==> src/rtl/f_npc_ctrl_pkg.sv <==
// ---------------------------------------------------------------------------
// f_npc_ctrl_pkg
// Shared constants and encodings for the fetch-stage next-PC logic.
//   PC_RESET    : fetch address loaded by reset
//   EXC_VECTOR  : exception / interrupt entry point
//   IM_LO/IM_HI : first and last legal word address of instruction memory
//   npc_op_e    : D-stage transfer kinds (codes 4-7 behave as NPC_SEQ)
//   fetch_addr_err() : alignment / range check used for F_AdEL
// ---------------------------------------------------------------------------
package f_npc_ctrl_pkg;

    localparam logic [31:0] PC_RESET   = 32'h0000_3000;
    localparam logic [31:0] EXC_VECTOR = 32'h0000_4180;
    localparam logic [31:0] IM_LO      = 32'h0000_3000;
    localparam logic [31:0] IM_HI      = 32'h0000_6FFC;

    typedef enum logic [2:0] {
        NPC_SEQ = 3'd0,
        NPC_BR  = 3'd1,
        NPC_J   = 3'd2,
        NPC_JR  = 3'd3
    } npc_op_e;

    function automatic logic fetch_addr_err(input logic [31:0] pc);
        return (pc[1:0] != 2'b00) || (pc < IM_LO) || (pc > IM_HI);
    endfunction

endpackage

==> src/rtl/f_npc_calc.sv <==
// ---------------------------------------------------------------------------
// f_npc_calc
// Combinational target computation for the D-stage transfer kind.
// Ports:
//   pc        in  32  current fetch address (sequential successor base)
//   npc_op    in   3  transfer kind (NPC_SEQ/NPC_BR/NPC_J/NPC_JR, 4-7 = SEQ)
//   br_taken  in   1  branch-compare result
//   D_PC      in  32  PC of the instruction in D
//   D_imm16   in  16  branch offset field
//   D_imm26   in  26  jump index field
//   D_Rs      in  32  jr target
//   target    out 32  address to fetch next when no higher-priority event
// ---------------------------------------------------------------------------
module f_npc_calc
    import f_npc_ctrl_pkg::*;
(
    input  logic [31:0] pc,
    input  logic [2:0]  npc_op,
    input  logic        br_taken,
    input  logic [31:0] D_PC,
    input  logic [15:0] D_imm16,
    input  logic [25:0] D_imm26,
    input  logic [31:0] D_Rs,
    output logic [31:0] target
);

    // Word offset, sign-extended and scaled to bytes.
    logic signed [31:0] br_off;
    logic        [31:0] seq_target;
    logic        [31:0] br_target;

    assign br_off     = {{14{D_imm16[15]}}, D_imm16, 2'b00};
    // Both additions wrap modulo 2^32; overflow is not a fault here.
    assign seq_target = pc + 32'd4;
    assign br_target  = D_PC + 32'd4 + $unsigned(br_off);

    always_comb begin
        target = seq_target;
        case (npc_op)
            NPC_BR:  target = br_taken ? br_target : seq_target;
            NPC_J:   target = {D_PC[31:28], D_imm26, 2'b00};
            NPC_JR:  target = D_Rs;
            default: target = seq_target;
        endcase
    end

endmodule

==> src/rtl/f_npc_ctrl.sv <==
// ---------------------------------------------------------------------------
// f_npc_ctrl
// Fetch-stage PC register with next-PC priority selection.
// Priority: exc_req > (eret & ~stall) > stall > npc_op target.
// Ports:
//   clk       in   1  clock, rising edge
//   reset     in   1  synchronous, active-low
//   stall     in   1  hold F_PC
//   npc_op    in   3  D-stage transfer kind
//   br_taken  in   1  branch-compare result
//   D_PC      in  32  PC of the D instruction
//   D_imm16   in  16  branch offset
//   D_imm26   in  26  jump index
//   D_Rs      in  32  jr target
//   exc_req   in   1  exception / interrupt taken
//   eret      in   1  eret in D (ignored while stalled)
//   EPC       in  32  eret return address
//   F_PC      out 32  fetch address register
//   F_BD      out  1  F instruction sits in a delay slot
//   F_AdEL    out  1  fetch address error for F_PC
//   F_flush   out  1  registered pulse marking the F instruction as a bubble
// ---------------------------------------------------------------------------
module f_npc_ctrl
    import f_npc_ctrl_pkg::*;
(
    input  logic        clk,
    input  logic        reset,
    input  logic        stall,
    input  logic [2:0]  npc_op,
    input  logic        br_taken,
    input  logic [31:0] D_PC,
    input  logic [15:0] D_imm16,
    input  logic [25:0] D_imm26,
    input  logic [31:0] D_Rs,
    input  logic        exc_req,
    input  logic        eret,
    input  logic [31:0] EPC,
    output logic [31:0] F_PC,
    output logic        F_BD,
    output logic        F_AdEL,
    output logic        F_flush
);

    logic [31:0] pc_q;
    logic [31:0] pc_next;
    logic [31:0] calc_target;
    logic        flush_q;
    logic        flush_next;

    f_npc_calc u_calc (
        .pc       (pc_q),
        .npc_op   (npc_op),
        .br_taken (br_taken),
        .D_PC     (D_PC),
        .D_imm16  (D_imm16),
        .D_imm26  (D_imm26),
        .D_Rs     (D_Rs),
        .target   (calc_target)
    );

    always_comb begin
        pc_next    = calc_target;
        flush_next = 1'b0;
        if (exc_req) begin
            pc_next    = EXC_VECTOR;
            flush_next = 1'b1;
        end else if (eret && !stall) begin
            pc_next    = EPC;
            flush_next = 1'b1;
        end else if (stall) begin
            pc_next    = pc_q;
        end
    end

    // Misaligned or out-of-range targets are still loaded; F_AdEL reports them.
    always_ff @(posedge clk) begin
        if (!reset) begin
            pc_q    <= PC_RESET;
            flush_q <= 1'b0;
        end else begin
            pc_q    <= pc_next;
            flush_q <= flush_next;
        end
    end

    assign F_PC    = pc_q;
    assign F_flush = flush_q;
    assign F_AdEL  = fetch_addr_err(pc_q);
    assign F_BD    = (npc_op == NPC_BR) || (npc_op == NPC_J) || (npc_op == NPC_JR);

endmodule

==> config.mk <==
export PLATFORM = sky130hd
export DESIGN_NAME = f_npc_ctrl
export DESIGN_NICKNAME = d
export VERILOG_FILES = /design/src/rtl/f_npc_ctrl_pkg.sv /design/src/rtl/f_npc_calc.sv /design/src/rtl/f_npc_ctrl.sv
export SDC_FILE = /design/constraint.sdc
export NUM_CORES = 1
export LEC_CHECK = 0
export BUFFER_PORTS_ARGS = -buffer_cell sky130_fd_sc_hd__buf_2
export CORE_MARGIN = 2
export CORE_UTILIZATION = 37
export CTS_BUF_LIST = sky130_fd_sc_hd__clkbuf_16
export DETAILED_ROUTE_END_ITERATION = 6
export GPL_TIMING_DRIVEN = 0
export SLEW_MARGIN = 25
export SYNTH_ARGS = -nofsm -noshare
export SYNTH_HDL_FRONTEND = slang
export SYNTH_HIERARCHICAL = 1
export SYNTH_SLANG_ARGS = --single-unit
==> constraint.sdc <==
create_clock -name clk -period 5.81 [get_ports clk]
set_input_delay 0.2905 -clock clk [delete_from_list [all_inputs] [get_ports clk]]
set_output_delay 0.2905 -clock clk [all_outputs]
set_load 0.01 [all_outputs]
* After elaboration in Yosys (flattened, before gate mapping) *
Index checks and enable logic that the tools add are counted.

cells by class
  bitwise logic cells = 1
  $lt $le $gt $ge = 2
  reductions and logical operators = 8
  multiplexer cells = 7
  equality and inequality tests = 5
  add/sub/neg operators = 3

operators with widths
  kind                     number
  $mux W32                 3
  $pmux W32 S3             1
  $add A32 B3 Y32 const B  2
  $add A32 B32 Y32         1
  $gt A32 B15 Y1 const B   1
  $lt A32 B14 Y1 const B   1
  $mux W15                 1
  $eq A3 B2 Y1 const B     2
  $logic_or A1 B1 Y1       4
  $eq A3 B1 Y1 const B     1
  $ne A3 B1 Y1 const B     1
  $mux W1                  2
  $ne A2 B1 Y1 const B     1
  $reduce_bool A2 Y1       1
  $reduce_or A2 Y1         1
  $logic_and A1 B1 Y1      1
  $logic_not A1 Y1         1
  $not A1 Y1               1

storage, ports and cells
  output and inout port bits = 35
  logic and storage cells = 29
  register bits = 33
  input bits = 147

* Depth between registers and ports, before layout *
  depth in word-level cells = 7
  depth in mapped cells = 16
  mapped depth without buffers = 16

* By module *
The synthesis kept the hierarchy.

by module, submodules not included
  module      cells an instance  area an instance (um^2)  instances  seq. area each (um^2)
  f_npc_calc  575                3943.8                   1          0.0
  f_npc_ctrl  177                1601.5                   1          660.6

* Least setup slack after synthesis *
No wires, ideal clock.

  kind = input -> register
  from = input port D_PC[3]
  to = register pc_q[29], in the netlist F_PC[29]
  data arrival time = 2.646 ns
  path slack = 3.094 ns
  setup time = 0.070 ns
  stages = 14
  required time = 5.740 ns
  path buffers = 0
  cell sequence = ha_1 ha_1 inv_1 fa_1 nor2b_1 o2111ai_1 a211oi_2 nor3_1 o41ai_2 xnor2_1 a221oi_2 mux2_2 nand2_1 a21oi_1

on the way
  word-level cells in the longest chain between the ends = 6

ends and longest elaborated chain
  element               RTL line          text
  start, declared       f_npc_ctrl.sv:31  input logic [31:0] D_PC,
  $add A32 B3 Y32       f_npc_calc.sv:35  assign br_target = D_PC + 32'd4 + $unsigned(br_off);
  $add A32 B32 Y32      f_npc_calc.sv:35
  $mux W32              f_npc_calc.sv:40  NPC_BR: target = br_taken ? br_target : seq_target;
  $pmux W32 S3          f_npc_calc.sv:39  case (npc_op)
  via calc_target[29]   f_npc_ctrl.sv:46  logic [31:0] calc_target;
  $mux W32              f_npc_ctrl.sv:70  end else if (stall) begin
  $mux W32              f_npc_ctrl.sv:67  end else if (eret && !stall) begin
  end signal, assigned  f_npc_ctrl.sv:81  pc_q <= pc_next;
  end, declared         f_npc_ctrl.sv:44  logic [31:0] pc_q;

The timed path passes the listed nets, and every way through them passes these cells. The select of a mux whose other input is x is not followed.
A chain may end at the register's enable or synchronous reset.

* Worst setup path after layout *
  from = input port D_imm16[15]
  to = register pc_q[28], in the netlist F_PC[28]

on the way
  word-level cells in the longest chain between the ends = 5

ends and longest elaborated chain
  element              RTL line          text
  start, declared      f_npc_ctrl.sv:32  input logic [15:0] D_imm16,
  $add A32 B32 Y32     f_npc_calc.sv:35
  $mux W32             f_npc_calc.sv:40
  $pmux W32 S3         f_npc_calc.sv:39
  via calc_target[28]  f_npc_ctrl.sv:46
  $mux W32             f_npc_ctrl.sv:70
  $mux W32             f_npc_ctrl.sv:67

The timed path passes the listed nets, and every way through them passes these cells. The select of a mux whose other input is x is not followed.

==> flow_metrics.py <==
metrics = {
    "run_status": {
        "status": "completed",
    },
    "worst_hold_path": {
        "min_to": "F_PC[13]$_SDFFE_PN1P_",
        "min_path_cells": 2,
        "hp-start": "reset",
        "hp-class": "input pin to register",
    },
    "pwr": {
        "pwr-share-clk": 0.244,
        "p_sw_frac": 0.415,
        "total_power_mw": 1.06,
        "p_comb_frac": 0.514,
        "p_sw_mw": 0.441,
        "irDropWorstVdd_v": 0.000134,
        "p_leak_nw": 3.12,
        "seqPwrFrac": 0.242,
        "p_per_area_nw_per_um2": 156,
        "p_int_mw": 0.622,
    },
    "clocking": {
        "tritoncts": "built",
        "postCtsSetupBuffers": 0,
        "cts_resized": 0,
        "htreeDepth": 2,
        "cts-hold-fix-buffers": 0,
        "cts_root_buf": "clkbuf_16",
        "cts_sinks": 33,
        "clock_path_buffers": 2,
        "cts_buffers": 5,
        "clk_pin_slew_ns": 0.06,
        "clock_latency_ns": 0.28,
    },
    "routing": {
        "via_per_inst": 5.73,
        "num_vias": 6435,
        "drc": 0,
        "drtIter0Drc": 489,
        "first_pass_iters": 5,
        "wl_per_cell_um": 18.5,
        "drtAntennaViolNets": 0,
        "wl_um": 20800,
    },
    "setup_path": {
        "r2r_start": "F_PC[2]$_SDFFE_PP0P_",
        "worstSetupStartpointType": "input pin",
        "max_stage_delay_ns": 0.36,
        "cp_top_family": "compound AO/OA/AOI/OAI gates",
        "path_max_fanout": 15,
        "reg2reg_to": "F_PC[26]$_SDFFE_PP0P_",
        "arrival_ns": 3.34,
        "worstPathRequired_ns": 6.02,
        "r2r_setup_slack_ns": 3.18,
        "rr_worst_depth": 10,
        "slowest_stage": "a221o_1",
        "path_class": "input pin to register",
        "crit_buf_inv": 2,
        "cp-end-kind": "register",
        "worstPathCellList": "buf_2, ha_1, ha_1, clkbuf_1, a21oi_1, o21ai_0, a221o_1, nor2b_1, a31oi_1, mux2_1, a31oi_1, mux2_2, nand2_1, a21oi_1",
    },
    "synthesis": {
        "synth_ff_type": "dfxtp_1",
        "synth_top_area_share": 0.131,
        "synth_common_cells": "nand2_1 (89), a21oi_1 (76), nor2_1 (60)",
        "synth_edf_count": 0,
        "syn_nets": 958,
        "yosysSeqAreaShare": 0.119,
        "yosys_warnings": 6,
        "yosysMostFrequentCell": "nand2_1",
        "synth.avg_cell_area_sq_um": 7.37,
        "syn-cell-area_sq_um": 5550,
        "syn_inst": 752,
        "ys_ff_latch": 33,
        "ys_top_cells_by_area": "ha_1 (13%), dfxtp_1 (12%), a21oi_1 (6.9%), nand2_1 (6.0%), o21ai_0 (4.5%)",
        "async_flop_share": 0,
        "synth_top_area_cell": "ha_1",
        "netlist-cell-type-count": 78,
    },
    "sta": {
        "drv_slew": 0,
        "slew_headroom": 0.416,
        "layout_setup_ws_ns": 2.69,
        "setup_tns_ns": 0,
        "rsz0062_at_grt": "false",
        "setup_viol": 0,
        "timing.final.crit_share": 0.537,
        "worst_pin_slew_ns": 0.869,
        "fin_crit_ns": 3.12,
        "skew_ns": 0.00594,
        "finalHoldViolCount": 0,
        "clock.fmax_mhz": 320,
    },
    "layout": {
        "fin_nets": 1145,
        "drive_gt1_frac": 0.272,
        "layout.cells.non_filler": 1124,
        "syn_to_final_growth_pct": 23.0,
        "num_antenna_cells": 0,
        "final_area_sq_um": 6820,
    },
    "place": {
        "port-buffer-count": 180,
        "routabilityCongestion": 0.958,
        "pre_cts_slack_ns": 2.38,
        "dp_cells": 1116,
        "dp_hpwl_um": 17400,
        "place_area_sq_um": 6680,
    },
    "floorplanning": {
        "num_rows": 44,
        "die_x_um": 126,
        "die_y_um": 126,
        "start_util": 0.380,
        "io_pins": 182,
        "dieArea_sq_um": 16000,
        "coreArea_sq_um": 14600,
    },
    "global_route": {
        "grt_pass1_wl_um": 32300,
        "overflow": 0,
        "grt_pass1_vias": 6197,
        "grt_max_degree": 16,
        "track_usage": 0.252,
        "antenna_found_initial": 0,
    },
    "job": {
        "drv_cap": 0,
    },
}
## state kept, by name (all words and copies together), names as in the netlist
signal and count:
F_PC 32, F_flush 1
## routing by layer
layer | up-vias | wire length [um] | GRT usage
li1 | 3172 | - | -
met3 | 30 | 1680 | 0.0426
met1 | 2927 | 9230 | 0.346
met4 | 0 | 510 | 0.0621
met2 | 306 | 9390 | 0.410
met5 | - | 0 | 0
## logic make-up after synthesis
| logic type | count (synthesis) | synth area share |
|---|---|---|
| buffers and inverters | 66 | 0.0598 |
| DFF | 33 | 0.119 |
| muxes | 44 | 0.0842 |
| xor gates and xnor gates | 48 | 0.0758 |
| adders and majority gates | 59 | 0.134 |
| AOI/OAI and AO/OA | 249 | 0.299 |
| and+or+nand+nor | 253 | 0.228 |
## worst max-delay path by stage
stage                           start                     to  slack, ns  depth (start not counted)
after floorplan               D_PC[3]  F_PC[29]$_SDFFE_PP0P_       3.09                         14
after global placement    D_imm16[15]  F_PC[28]$_SDFFE_PP0P_       2.38                         14
after detailed placement  D_imm16[15]  F_PC[28]$_SDFFE_PP0P_       2.38                         14
after CTS                 D_imm16[15]  F_PC[28]$_SDFFE_PP0P_       2.67                         14
after global routing      D_imm16[15]  F_PC[28]$_SDFFE_PP0P_       2.45                         14
final                     D_imm16[15]  F_PC[28]$_SDFFE_PP0P_       2.69                         14
## cells in the final DEF (no fill, tap or decap), drive strengths merged, types with 9 or more instances in the layout
cell type,count
xor2,24
nor3,14
nor2b,10
a21oi,76
xnor2,24
nor2,61
dfxtp,33
nand2,89
a211oi,19
nand3,19
o21a,10
buf,201
a221o,11
nand4,14
nand2b,16
ha,58
a21o,12
nor4,9
mux2,21
clkbuf,26
inv,22
o21ai,58
mux2i,23
a31oi,10
a221oi,10
## power by group through the flow
stage | sequential (mW) | combinational, mW | clock, mW
CTS | 0.257 | 0.544 | 0.264
global placement | 0.262 | 0.540 | 0
floorplan | 0.261 | 0.357 | 0
global route | 0.259 | 0.605 | 0.275
finish | 0.257 | 0.546 | 0.260
detailed placement | 0.262 | 0.541 | 0
## per-stage QoR
step	util	hold WS [ns]
floorplan	-	0.367
global placement	0.458	0.477
detailed placement	0.458	0.479
CTS	0.467	0.224
global route	0.467	0.240
finish	0.467	0.224
## area by class of cell
type / instances / area [sq um]
plain buffers: 42 / 240
clock buffers: 5 / 125
clock inverters: 3 / 17.5
fillers: 1562 / 7770
inverters: 24 / 91.3
multi-input cells: 653 / 4550
flip-flops and latches: 33 / 661
well taps: 184 / 230
repair buffers: 180 / 901
(Power assumes the default switching activity.)
